`config.mk`:
```
export PLATFORM = sky130hd
export DESIGN_NAME = pipe_mem_ctrl
export DESIGN_NICKNAME = d
export VERILOG_FILES = /design/src/rtl/riscv_pkg.sv /design/src/rtl/hazard_lu.sv /design/src/rtl/pipe_mem_ctrl.sv
export SDC_FILE = /design/constraint.sdc
export NUM_CORES = 1
export LEC_CHECK = 0
export ABC_CLOCK_PERIOD_IN_PS = 3600
export CORE_MARGIN = 10
export CORE_UTILIZATION = 28
export DETAILED_ROUTE_END_ITERATION = 10
export PLACE_DENSITY = 0.46
export RECOVER_POWER = 25
export SETUP_SLACK_MARGIN = 0.15
export SLEW_MARGIN = 15
export SYNTH_ARGS = -nofsm -noshare
export SYNTH_HDL_FRONTEND = slang
export SYNTH_SLANG_ARGS = --single-unit
```
`constraint.sdc`:
```
create_clock -name clk -period 3.6 [get_ports clk]
set_input_delay 0.72 -clock clk [delete_from_list [all_inputs] [get_ports clk]]
set_output_delay 0.72 -clock clk [all_outputs]
set_load 0.01 [all_outputs]
```
`src/rtl/riscv_pkg.sv`:
```
// Shared pipeline definitions: result-source encodings and the data-memory
// handshake state type.
package riscv_pkg;

    localparam logic [1:0] RESULT_LOAD = 2'b01;

    typedef enum logic [1:0] {
        IDLE = 2'd0,
        REQ  = 2'd1,
        RESP = 2'd2
    } mem_state_e;

endpackage

```
`src/rtl/hazard_lu.sv`:
```
// Load-use hazard detector: a load in EX whose destination feeds a source
// operand of the instruction in decode.
module hazard_lu
    import riscv_pkg::*;
(
    input  logic       RegWriteE,
    input  logic [1:0] ResultSrcE,
    input  logic [4:0] RdE,
    input  logic [4:0] Rs1D,
    input  logic [4:0] Rs2D,
    output logic       lu
);

    logic load_e;
    logic rd_used;

    assign load_e  = (ResultSrcE == RESULT_LOAD) && RegWriteE && (RdE != 5'd0);
    assign rd_used = (RdE == Rs1D) || (RdE == Rs2D);
    assign lu      = load_e && rd_used;

endmodule

```
`src/rtl/pipe_mem_ctrl.sv`:
```
// Data-memory handshake controller with pipeline stall/flush generation,
// a transaction timeout and a saturating stall-cycle counter.
module pipe_mem_ctrl
    import riscv_pkg::*;
#(
    parameter int TIMEOUT = 255,
    parameter int CNT_W   = 32
) (
    input  logic             clk,
    input  logic             reset,
    input  logic             RegWriteE,
    input  logic [1:0]       ResultSrcE,
    input  logic [4:0]       RdE,
    input  logic [4:0]       Rs1D,
    input  logic [4:0]       Rs2D,
    input  logic             MemWriteM,
    input  logic [1:0]       ResultSrcM,
    output logic             dmem_req,
    output logic             dmem_we,
    input  logic             dmem_ready,
    input  logic             dmem_rvalid,
    output logic             StallF,
    output logic             StallD,
    output logic             StallE,
    output logic             StallM,
    output logic             FlushE,
    output logic             FlushW,
    output logic             mem_err,
    output logic [CNT_W-1:0] stall_cnt
);

    // The wait counter only needs to reach TIMEOUT-1: the cycle that would
    // bring it to TIMEOUT is the abort cycle itself.
    localparam int                WAIT_W    = (TIMEOUT > 1) ? $clog2(TIMEOUT) : 1;
    localparam logic [WAIT_W-1:0] WAIT_LAST = WAIT_W'(TIMEOUT - 1);

    mem_state_e        state;
    mem_state_e        state_next;
    logic [WAIT_W-1:0] wait_cnt;
    logic              we_q;
    logic              mem_err_q;
    logic [CNT_W-1:0]  stall_cnt_q;

    logic is_store;
    logic is_load;
    logic memop;
    logic busy;
    logic complete;
    logic timeout;
    logic mem_stall;
    logic req_c;
    logic we_c;
    logic lu;
    logic stall_fd;
    logic stall_em;
    logic flush_e;
    logic flush_w;

    hazard_lu u_hazard_lu (
        .RegWriteE  (RegWriteE),
        .ResultSrcE (ResultSrcE),
        .RdE        (RdE),
        .Rs1D       (Rs1D),
        .Rs2D       (Rs2D),
        .lu         (lu)
    );

    assign is_store = MemWriteM;
    assign is_load  = !MemWriteM && (ResultSrcM == RESULT_LOAD);
    assign memop    = is_store || is_load;

    always_comb begin
        state_next = state;
        req_c      = 1'b0;
        we_c       = 1'b0;
        busy       = 1'b0;
        complete   = 1'b0;
        timeout    = 1'b0;
        case (state)
            IDLE: begin
                req_c = memop;
                we_c  = is_store;
                busy  = memop;
                if (is_store) begin
                    if (dmem_ready) complete = 1'b1;
                    else            state_next = REQ;
                end else if (is_load) begin
                    state_next = dmem_ready ? RESP : REQ;
                end
            end
            REQ: begin
                req_c = 1'b1;
                we_c  = we_q;
                busy  = 1'b1;
                if (dmem_ready && we_q) begin
                    complete   = 1'b1;
                    state_next = IDLE;
                end else if (wait_cnt == WAIT_LAST) begin
                    timeout    = 1'b1;
                    complete   = 1'b1;
                    state_next = IDLE;
                end else if (dmem_ready) begin
                    state_next = RESP;
                end
            end
            RESP: begin
                busy = 1'b1;
                if (dmem_rvalid) begin
                    complete   = 1'b1;
                    state_next = IDLE;
                end else if (wait_cnt == WAIT_LAST) begin
                    timeout    = 1'b1;
                    complete   = 1'b1;
                    state_next = IDLE;
                end
            end
            default: state_next = IDLE;
        endcase
    end

    assign mem_stall = busy && !complete;

    // A memory stall freezes E as well, so it overrides the load-use bubble.
    assign stall_fd = reset && (mem_stall || lu);
    assign stall_em = reset && mem_stall;
    assign flush_e  = reset && lu && !mem_stall;
    assign flush_w  = reset && mem_stall;

    assign StallF    = stall_fd;
    assign StallD    = stall_fd;
    assign StallE    = stall_em;
    assign StallM    = stall_em;
    assign FlushE    = flush_e;
    assign FlushW    = flush_w;
    assign dmem_req  = reset && req_c;
    assign dmem_we   = reset && we_c;
    assign mem_err   = reset && mem_err_q;
    assign stall_cnt = reset ? stall_cnt_q : '0;

    always_ff @(posedge clk) begin
        if (!reset) begin
            state       <= IDLE;
            wait_cnt    <= '0;
            we_q        <= 1'b0;
            mem_err_q   <= 1'b0;
            stall_cnt_q <= '0;
        end else begin
            state     <= state_next;
            mem_err_q <= timeout;
            if (state == IDLE) begin
                wait_cnt <= '0;
                we_q     <= is_store;
            end else begin
                wait_cnt <= wait_cnt + WAIT_W'(1);
            end
            if (stall_fd && (stall_cnt_q != '1))
                stall_cnt_q <= stall_cnt_q + CNT_W'(1);
        end
    end

endmodule

```
==> Flow_metrics.wiki <==
{| class="wikitable"
! Metric !! Value
|-
| Result of the run || complete, no violations
|-
| Drt wl/cell || between 10 and 15 µm
|-
| Clock Power Share || 29.3%
|-
| CP Data Arrival Time || 2.61 ns
|-
| Switching portion of total power || between 30% and 40%
|-
| Setup CP Type || in -> out
|-
| Clock H-tree levels || 2
|-
| Clock tree from TritonCTS || built
|-
| Endpoint kind of the worst setup timing path || primary output
|-
| Delay of the slowest critical-path stage || around 0.54 ns
|-
| Post-layout instance count excluding filler cells || 536
|-
| Max FO, Critical Path || 3
|-
| Async set or reset register ratio after synthesis || 0%
|-
| Vias after detailed routing || 2618
|-
| Mapped cell area || 2740 µm²
|-
| Global-route wire length before repair || 12900 µm
|-
| Peak Freq || 0.300 GHz
|-
| Compound-gate portion of the synthesized area || 13.4%
|-
| Estimated wirelength of the detail-placed design || 5720 µm
|-
| First-pass iteration count of the detailed router || 4
|-
| Library cell with the largest summed area after synthesis || sky130_fd_sc_hd__dfxtp_1
|-
| Max-capacitance violation count || 0
|-
| Sw power || 0.000519 W
|-
| Synth Instances || 342
|-
| Proportion of synthesized chip area in sequential cells || 32.2%
|-
| Top cells by area in the synthesized netlist || sky130_fd_sc_hd__dfxtp_1 32%, sky130_fd_sc_hd__and2_1 6.6%, sky130_fd_sc_hd__a21oi_1 4.4%, sky130_fd_sc_hd__o21ai_0 4.2%, sky130_fd_sc_hd__nor2_1 4.0%
|-
| Number of buffers added by the clock tree synthesis step || 5
|-
| Number of enable-type register cells in the synthesized netlist || 0
|-
| Number of antenna violations at the first check in global routing || 0
|-
| Transition time at the pin with the least slew margin || between 0.7 and 0.8 ns
|-
| Post-synthesis cell type count || 49
|-
| Startpoint types || primary input
|-
| Area inside the core boundary || 9640 µm²
|-
| Clock-pin slew of the registers on the worst-case setup and hold paths || about 0.09 ns
|-
| Power density of the placed cells || ~420 nW/µm²
|-
| Combinational family with the most area after synthesis || simple AND/OR/NAND/NOR gates
|-
| Via count of the first global-routing pass || roughly 2600
|-
| Net count of the mapped netlist || roughly 370
|-
| Data required time at the worst endpoint || 2.88 ns
|-
| Final Setup Violations || 0
|-
| Final critical-path share of the clock period || 92.6%
|-
| Maximum number of pins on one net before global-route repair || 46
|-
| Relative area change from synthesis to final layout || 33.3%
|-
| Fraction of the mapped netlist area in adder cells || 3.20%
|-
| Predominant post-synthesis flop cell || sky130_fd_sc_hd__dfxtp_1
|-
| Total of warnings raised by yosys || 0
|-
| Number of port buffers || 65
|-
| Relative contribution of combinational cells to total power || roughly 35%
|-
| Global-route total usage across every layer || 10.6%
|-
| DRT antenna net count || 0
|-
| Total global routing overflow || 0
|-
| DRC || 0
|-
| Final nets || between 400 and 500
|-
| Final hold viol count || 0
|-
| Die outline height || 119 µm
|-
| Util after Layout || between 30% and 40%
|-
| Detail-routed via count per cell || 4.88
|-
| Overall routed net length || 7600 µm
|-
| Fraction of layout cells with a size suffix above 1 || 6.95%
|-
| Unrepaired setup endpoints after global routing || true
|-
| Sequential share of power || 35.3%
|-
| Detailed Route Iter0 Violations || approximately 90
|-
| DP Cell Count || approximately 530
|-
| Count of boundary I/O pins || 66
|-
| Final hold slack || ~0.47 ns
|-
| Number of inserted filler cells in the final layout || 1048
|-
| Post-route setup TNS || 0 ns
|-
| Die Width || ~120 µm
|-
| Pint || 0.00101 W
|-
| Class of the most critical hold timing path || reg -> reg
|-
| Longest Clk Path Bufs || 2
|-
| Post-CTS Setup Repair Bufs || 0
|-
| Area of the die || roughly 14000 µm²
|-
| Max-Slew Margin vs Limit || 48.0%
|-
| Max IR drop VDD || about 0.18 mV
|-
| Later-pin clock latency in the skew report || roughly 0.30 ns
|-
| Skew final || 0.0102 ns
|-
| Simple logic cell fraction of the synthesized area || 36.4%
|-
| Period minus WS final || ~3.3 ns
|-
| Final count of pins violating max slew || 0
|-
| Weighted congestion at the end of routability-driven global placement || 0.826
|-
| Starting density of the core || 28.4%
|-
| Total of flip-flops plus latches after synthesis || 44
|-
| Total number of placement rows || 36
|-
| Mean Syn Cell Area || 8.01 µm²
|-
| Most frequent cell on the critical path || sky130_fd_sc_hd__clkdlybuf4s50_1
|-
| Total power after layout || 0.00153 W
|-
| Xor-xnor portion of the synthesized cell area || ~4.5%
|-
| Clock root buffer master || sky130_fd_sc_hd__clkbuf_8
|-
| Clock sinks || 44
|-
| Area share of the leading cell type in the synthesized netlist || 32.2%
|-
| Multiplexer fraction of the synthesized cell area || roughly 5%
|-
| Cells along the critical path || clkdlybuf4s50_1 > or4_1 > nor2_1 > nor4_4 > nand2_1 > a21oi_1 > clkdlybuf4s50_1
|-
| Slowest library cell on the worst path || sky130_fd_sc_hd__or4_1
|-
| Number of diodes added for antenna fixing || 0
|-
| Static leakage || ~1.3 nW
|}
## synthesized netlist by cell type, types with 7 or more instances
master,instances
sky130_fd_sc_hd__dfxtp_1,44
sky130_fd_sc_hd__and2_1,29
sky130_fd_sc_hd__nor2_1,29
sky130_fd_sc_hd__nand2_1,28
sky130_fd_sc_hd__a21oi_1,24
sky130_fd_sc_hd__o21ai_0,23
sky130_fd_sc_hd__nand3_1,21
sky130_fd_sc_hd__nand4_1,16
sky130_fd_sc_hd__or3_1,14
sky130_fd_sc_hd__inv_1,13
sky130_fd_sc_hd__xnor2_1,11
sky130_fd_sc_hd__and3_1,7
sky130_fd_sc_hd__clkbuf_1,7
sky130_fd_sc_hd__ha_1,7
## through the flow
step | setup slack, ns | area (µm²)
floorplan | 0.891 | 2740
global placement | 0.152 | 3510
detailed placement | 0.140 | 3510
CTS | 0.215 | 3630
global route | 0.106 | 3650
finish | 0.267 | 3650
## routing by layer
metal / global-route usage [%] / vias up / share of wire [%]
met2: 16.3 / 60 / 43
met4: 2.98 / 0 / 0.99
met3: 3.40 / 9 / 7.0
met1: 14.0 / 1202 / 48
met5: 0 / - / 0
li1: - / 1347 / -
## layout by cell type, fill, tap and decap left out, drive strengths merged, types with 2 or more instances in the layout
cell type / count
clkdlybuf4s50: 61
nand3: 21
nand2: 28
nor3: 4
inv: 14
bufinv: 2
clkbuf: 7
and2: 29
o21ai: 24
or3: 14
nor4b: 3
a21oi: 24
xor2: 3
mux2i: 2
nor2b: 2
dfxtp: 44
and3: 7
o22ai: 2
nand4: 17
nor2: 29
o41ai: 3
dlygate4sd3: 2
nor4: 7
mux2: 10
nand2b: 2
ha: 7
or4: 2
and4: 3
dlygate4sd2: 2
o31ai: 3
xnor2: 11
buf: 4
## area by class of cell
class	count	area (µm²)	share of cell area [%]
clock buffer	5	68.8	1.89
clock inverter	2	60.1	1.65
inverter	14	55.1	1.51
multi-input combinational	267	1730	47.4
sequential	44	881	24.1
tap	133	166	4.56
timing repair buffer	71	687	18.8
## registers in the layout, indices dropped and copies added (netlist names)
| signal | flops |
|---|---|
| we_q | 1 |
| wait_cnt | 8 |
| stall_cnt_q | 32 |
| mem_err_q | 1 |
| state | 2 |
## cells by family (layout without fill, tap and decap cells)
group                    count (synthesis)  count (layout)
AND/OR/NAND/NOR                        172             172
multiplexers                            12              12
AO/OA/AOI/OAI                           62              62
flip-flops                              44              44
adder cells (fa/ha/maj)                  7               7
buffers and inverters                   31              92
XOR/XNOR                                14              14
## power groups by stage
stage	Sequential, W	Combinational, W	Clock, W
2_1_floorplan	0.000546	0.000385	0
3_3_place_gp	0.000552	0.000563	0
3_5_place_dp	0.000551	0.000565	0
4_1_cts	0.000541	0.000554	0.000465
5_1_grt	0.000545	0.000609	0.000477
6_report	0.000540	0.000542	0.000448
## worst paths after layout
| path | from | to | slack (ns) | cells past startpoint |
|---|---|---|---|---|
| setup / recovery | RdE[0] | FlushE | 0.27 | 7 |
| hold / removal | wait_cnt[0] | wait_cnt[0] | 0.47 | 1 |
| setup reg to reg | state[0] | stall_cnt_q[15] | 0.84 | 7 |
| hold reg to reg | wait_cnt[0] | wait_cnt[0] | 0.47 | 1 |
## timing repair
item | in CTS | in global routing
pin swaps | 0 | 0
gates resized for setup | 2 | 3
hold buffers | 0 | 0
endpoints found under the setup margin | 2 | 4
## critical path, delay by kind of cell
| kind | cells | cell delay (ns) |
|---|---|---|
| AO/OA/AOI/OAI | 1 | 0.05 |
| buffers and inverters | 2 | 0.97 |
| AND/OR/NAND/NOR | 4 | 0.88 |
(Power assumes the default switching activity.)
